File: src/rtl/dmem_arbiter.sv
`default_nettype none
// ============================================================================
// Module   : dmem_arbiter
// Summary  : Round-robin arbiter sharing one synchronous-read data memory
//            between the controller (port A) and a host loader (port B),
//            with a bounded host burst lock.
// Revision : 1.0 - initial release
// ============================================================================
module dmem_arbiter #(
    parameter int AW       = 8,
    parameter int DW       = 16,
    parameter int LOCK_MAX = 4
) (
    input  logic          clk,
    input  logic          reset,
    input  logic          a_req,
    input  logic          a_we,
    input  logic [AW-1:0] a_addr,
    input  logic [DW-1:0] a_wdata,
    output logic          a_gnt,
    output logic          a_rvalid,
    input  logic          b_req,
    input  logic          b_we,
    input  logic [AW-1:0] b_addr,
    input  logic [DW-1:0] b_wdata,
    input  logic          b_lock,
    output logic          b_gnt,
    output logic          b_rvalid,
    output logic [DW-1:0] rdata,
    output logic [AW-1:0] mem_addr,
    output logic          mem_wr,
    output logic [DW-1:0] mem_wdata,
    input  logic [DW-1:0] mem_rdata
);

    typedef enum logic {
        PORT_A = 1'b0,
        PORT_B = 1'b1
    } port_t;

    localparam logic [3:0] C_LOCK_MAX = 4'(LOCK_MAX);

    port_t      r_last;
    logic [3:0] r_lock_cnt;
    logic       r_a_rvalid;
    logic       r_b_rvalid;

    logic       w_a_gnt;
    logic       w_b_gnt;
    logic       w_force_a;
    logic       w_lock_hold;

    assign w_force_a   = (r_lock_cnt >= C_LOCK_MAX);
    assign w_lock_hold = (r_last == PORT_B) && b_lock && (r_lock_cnt < C_LOCK_MAX);

    // Grants are suppressed entirely while reset is held low.
    always_comb begin
        w_a_gnt = 1'b0;
        w_b_gnt = 1'b0;
        if (reset) begin
            if (a_req && b_req) begin
                if (w_force_a) begin
                    w_a_gnt = 1'b1;
                end else if (w_lock_hold) begin
                    w_b_gnt = 1'b1;
                end else if (r_last == PORT_B) begin
                    w_a_gnt = 1'b1;
                end else begin
                    w_b_gnt = 1'b1;
                end
            end else begin
                w_a_gnt = a_req;
                w_b_gnt = b_req;
            end
        end
    end

    always_comb begin
        mem_addr  = '0;
        mem_wr    = 1'b0;
        mem_wdata = '0;
        if (w_a_gnt) begin
            mem_addr  = a_addr;
            mem_wr    = a_we;
            mem_wdata = a_wdata;
        end else if (w_b_gnt) begin
            mem_addr  = b_addr;
            mem_wr    = b_we;
            mem_wdata = b_wdata;
        end
    end

    // The lock counter only advances while A is actually being held off;
    // an idle A leaves the count untouched so the host keeps its burst.
    always_ff @(posedge clk) begin
        if (!reset) begin
            r_last     <= PORT_B;
            r_lock_cnt <= '0;
            r_a_rvalid <= 1'b0;
            r_b_rvalid <= 1'b0;
        end else begin
            r_a_rvalid <= w_a_gnt & ~a_we;
            r_b_rvalid <= w_b_gnt & ~b_we;
            if (w_a_gnt) begin
                r_last     <= PORT_A;
                r_lock_cnt <= '0;
            end else if (w_b_gnt) begin
                r_last <= PORT_B;
                if (!b_lock) begin
                    r_lock_cnt <= '0;
                end else if (a_req) begin
                    r_lock_cnt <= r_lock_cnt + 4'd1;
                end
            end else begin
                r_lock_cnt <= '0;
            end
        end
    end

    assign a_gnt    = w_a_gnt;
    assign b_gnt    = w_b_gnt;
    assign a_rvalid = r_a_rvalid;
    assign b_rvalid = r_b_rvalid;
    assign rdata    = mem_rdata;

endmodule
`default_nettype wire
File: config.mk
export PLATFORM = sky130hd
export DESIGN_NAME = dmem_arbiter
export DESIGN_NICKNAME = d
export VERILOG_FILES = /design/src/rtl/dmem_arbiter.sv
export SDC_FILE = /design/constraint.sdc
export NUM_CORES = 1
export LEC_CHECK = 0
export BUFFER_PORTS_ARGS = -buffer_cell sky130_fd_sc_hd__buf_4
export CORE_UTILIZATION = 44
export DETAILED_ROUTE_END_ITERATION = 10
export GPL_TIMING_DRIVEN = 0
export PLACE_DENSITY = 0.88
export SYNTH_ARGS = -nofsm -noshare
export SYNTH_HDL_FRONTEND = slang
export SYNTH_SLANG_ARGS = --single-unit
File: constraint.sdc
create_clock -name clk -period 2.8 [get_ports clk]
set_input_delay 0.42 -clock clk [delete_from_list [all_inputs] [get_ports clk]]
set_output_delay 0.42 -clock clk [all_outputs]
set_load 0.005 [all_outputs]
* Word-level counts from Yosys, hierarchy flattened
Cells that the tools add are included.
Widths: inputs -> output; s select.
** Storage, ports and cells
- Bits of input ports :: 71
- Register bits :: 7
- Output and inout bits :: 45
- Word-level logic and storage cells :: 37
** Operators by class
- Mux-type cells :: 18
- Reduce and logical (&&, ||, !) cells :: 5
- Add/subtract/negate cells :: 1
- Magnitude comparators :: 2
- Bitwise operators :: 7
** Operator list (count)
- $mux 16 :: 2
- $mux 8 :: 2
- $mux 1 :: 14
- $not 1->1 :: 5
- $add 4x1->4 const B :: 1
- $ge 4x3->1 const B :: 1
- $lt 4x3->1 const B :: 1
- $reduce_or 4->1 :: 1
- $logic_and 1x1->1 :: 3
- $and 1x1->1 :: 2
- $reduce_bool 2->1 :: 1

* Logic depth before layout (Yosys ltp)
- Depth after elaboration :: 8
- Depth in mapped cells :: 5

* Worst setup path after synthesis
Ideal clock, no wire load.
- Path type :: input-to-output
- From :: input reset
- To :: output mem_addr[0]
- Required time :: 2.380 ns
- Stages :: 5
- Buffers on the path :: 2
- Arrival :: 1.081 ns
- Setup slack :: 1.299 ns
- Cells stage by stage :: and2_1 > buf_2 > buf_2 > a32oi_1 > nand3_1
** Between the ends
- Longest elaborated chain between the ends :: 3
- Elaborated cells on any way between the ends :: 4
** RTL lines
- start: declaration :: RTL line 15 : input logic reset,
- $mux 1 :: RTL line 60 : if (reset) begin
- $mux 8 :: RTL line 86 : end else if (w_b_gnt) begin
- $mux 8 (*) :: RTL line 82 : if (w_a_gnt) begin
- end: declaration :: RTL line 30 : output logic [AW-1:0] mem_addr,
Every way passes the cells marked *; elsewhere a longest branch is shown, timed or not.

* Worst setup path in the final report
- From :: register r_lock_cnt[3]
- To :: output mem_wdata[8]
** Between the ends
- Longest elaborated chain between the ends :: 8
- Elaborated cells on any way between the ends :: 13
** RTL lines
- start: declaration :: RTL line 44 : logic [3:0] r_lock_cnt;
- start signal: assignment :: RTL line 112 : r_lock_cnt <= r_lock_cnt + 4'd1;
- $lt 4x3->1 :: RTL line 54 : assign w_lock_hold = (r_last == PORT_B) && b_lock && (r_lock_cnt < C_LOCK_MAX);
- $logic_and 1x1->1 :: RTL line 54
- $mux 1 :: RTL line 64 : end else if (w_lock_hold) begin
- $mux 1 :: RTL line 62 : if (w_force_a) begin
- $mux 1 :: RTL line 61 : if (a_req && b_req) begin
- $mux 1 :: RTL line 60
- $mux 16 :: RTL line 86
- $mux 16 (*) :: RTL line 82
- end: declaration :: RTL line 32 : output logic [DW-1:0] mem_wdata,
Marked as above.

==> metrics.yaml <==
status: "finished clean"
grt_overflow: 0
ff2ff_setup_slack_ps: 1640
dieArea_mm2: 0.00363
dieWidth_um: 60.2
num_rows: 20
cp_max_fo: 10
async_reset_ff_frac: 0
arrival_ps: 1540
synth_edf_count: 0
totalWireLength_um: 5230
max_freq_mhz: 509
drtIter0Drc: 204
maxSlewViolCount: 0
synth_area_mm2: 0.00149
die_height_um: 60.2
maxCapViolCount: 0
clock_sinks: 7
ioPinCount: 116
yosys-top-cells-area: "a32oi_1, o211ai_1, nand4_1"
antenna_found_initial: 0
period_minus_slack_ps: 1960
p_leak_nw: 1.08
clk_pin_slew_worst_paths_ps: 50
min_period_over_period: 0.701
yosysTopAreaCellShare: 0.147
cp.required_ps: 2380
rsz0062_at_grt: "no"
gp_congestion: 0.808
io_buffers: 99
tns_ps: 0
postCtsResizedCells: 0
hold_class: "input pin to flop"
crit_type: "flop to primary output"
synth_area_per_cell_um2: 7.25
synth-xor-area-share: 0
clock_latency_ps: 260
relSlewSlack: 0.756
cts_setup_buffers: 0
layout_commonest_cell: "buf_4"
grt_max_degree: 11
dp_cells: 349
yosys_warnings: 0
num_vias: 2151
synthAdderAreaFrac: 0.00838
synthesis.nets: 278
htreeDepth: 1
cellPowerDensity_mw_per_mm2: 221
synth-compound-area-share: 0.293
initial_utilization: 0.477
synth_simple_gate_area_share: 0.386
area_growth_syn_to_layout_pct: 55.2
hold_viol_final: 0
yosys.area.top_type: "a32oi_1"
final_antenna_net_count: 0
grt_pass1_vias: 1852
synth_ff_type: "dfxtp_1"
ys_ff_latch: 7
num_antenna_cells: 0
syn_inst: 206
clock_tree.buffer_depth: 2
avgViaCountPerCell: 6.09
dp_hpwl_um: 3850
cts_made_buffers: 3
grt_usage: 0.273
wire_per_inst_um: 14.8
final_cells: 353
grt_pass1_wl_um: 7710
fin_skew_ps: 2.48
synth_top_family_by_area: "simple AND/OR/NAND/NOR gates"
end_kind: "primary output"
max-vdd-ir-drop_uv: 183
core_mm2: 0.00313
drc: 0
tritoncts: "yes"
critPathLaunchType: "flop"
yosysUniqueCellTypes: 26
worst_pin_slew_ps: 366
setup_viol: 0
layout_common_cells: "buf_4, nand3_1, o211ai_1, nand4_1"
final_layout_size_suffix_gt1_frac: 0.482
holdBufCountCts: 0
final_nets: 382
drtPass1Iterations: 5
synthMuxAreaShare: 0
ys_seq_area_frac: 0.0939
cts-root-buf: "clkbuf_4"
[layout make-up]
class                   count  area [um2]
plain buffers              46         327
clock buffers               4        26.3
fillers                   276         811
multi-input cells         153        1030
flip-flops and latches      7         140
well taps                  44        55.1
repair buffers             99         743
[stage by stage]
| stage | worst slack, ps | hold WS, ps | utilization | cell area, um2 | power (mW) |
|---|---|---|---|---|---|
| after floorplan | 1300 | 448 | - | 1490 | 0.248 |
| after global placement | 947 | 465 | 0.732 | 2290 | 0.409 |
| after detailed placement | 921 | 470 | 0.732 | 2290 | 0.412 |
| after CTS | 852 | 335 | 0.741 | 2320 | 0.510 |
| after global routing | 752 | 343 | 0.741 | 2320 | 0.548 |
| final | 836 | 339 | 0.741 | 2320 | 0.512 |
[cells by family (layout without fill, tap and decap cells)]
kind of cell,count (synthesis),after routing
compound gates,55,55
flops,7,7
buf+inv,46,149
simple gates,97,97
fa+ha+maj,1,1
[synthesized netlist by cell type (2+ instances only)]
cell type and instances:
buf_4 19, o211ai_1 26, nand4_1 26, nand2b_1 4, dfxtp_1 7, buf_2 17, nor2b_1 25, a32oi_1 25
and2_1 2, nor2_1 3, a21oi_1 3, nand3_1 27, and2b_1 2, buf_6 8
[critical path: stages, from the launching register on]
cell and delay, ps:
dfxtp_1 310, or2_1 240, buf_6 140, buf_6 130, o211ai_1 190, nand3_1 110
buf_4 150
[final timing paths]
path / from / to / cells after the start
worst min-delay path: b_we / b_rvalid / 2
worst min register to register: r_lock_cnt[1] / r_lock_cnt[1] / 2
worst max-delay path: r_lock_cnt[3] / mem_wdata[8] / 6
worst max register to register: r_lock_cnt[3] / a_rvalid / 4
[state kept, by name, indices dropped and copies added (netlist names)]
signal and flops:
r_lock_cnt 4, a_rvalid 1, r_last 1, b_rvalid 1
[report_power, final]
group	switching [mW]	internal (mW)	total, mW
Combinational	0.135	0.176	0.311
Clock	0.0430	0.0548	0.0977
Sequential	0.00125	0.102	0.103
[routing by layer]
| layer | vias to the layer above | part of all wire | global-route usage |
|---|---|---|---|
| li1 | 1003 | - | - |
| met1 | 971 | 0.39 | 0.314 |
| met2 | 164 | 0.48 | 0.498 |
| met3 | 13 | 0.12 | 0.0584 |
| met4 | 0 | 0.011 | 0.0764 |
| met5 | - | 0 | 0 |
Power figures use the tool's default switching activity.
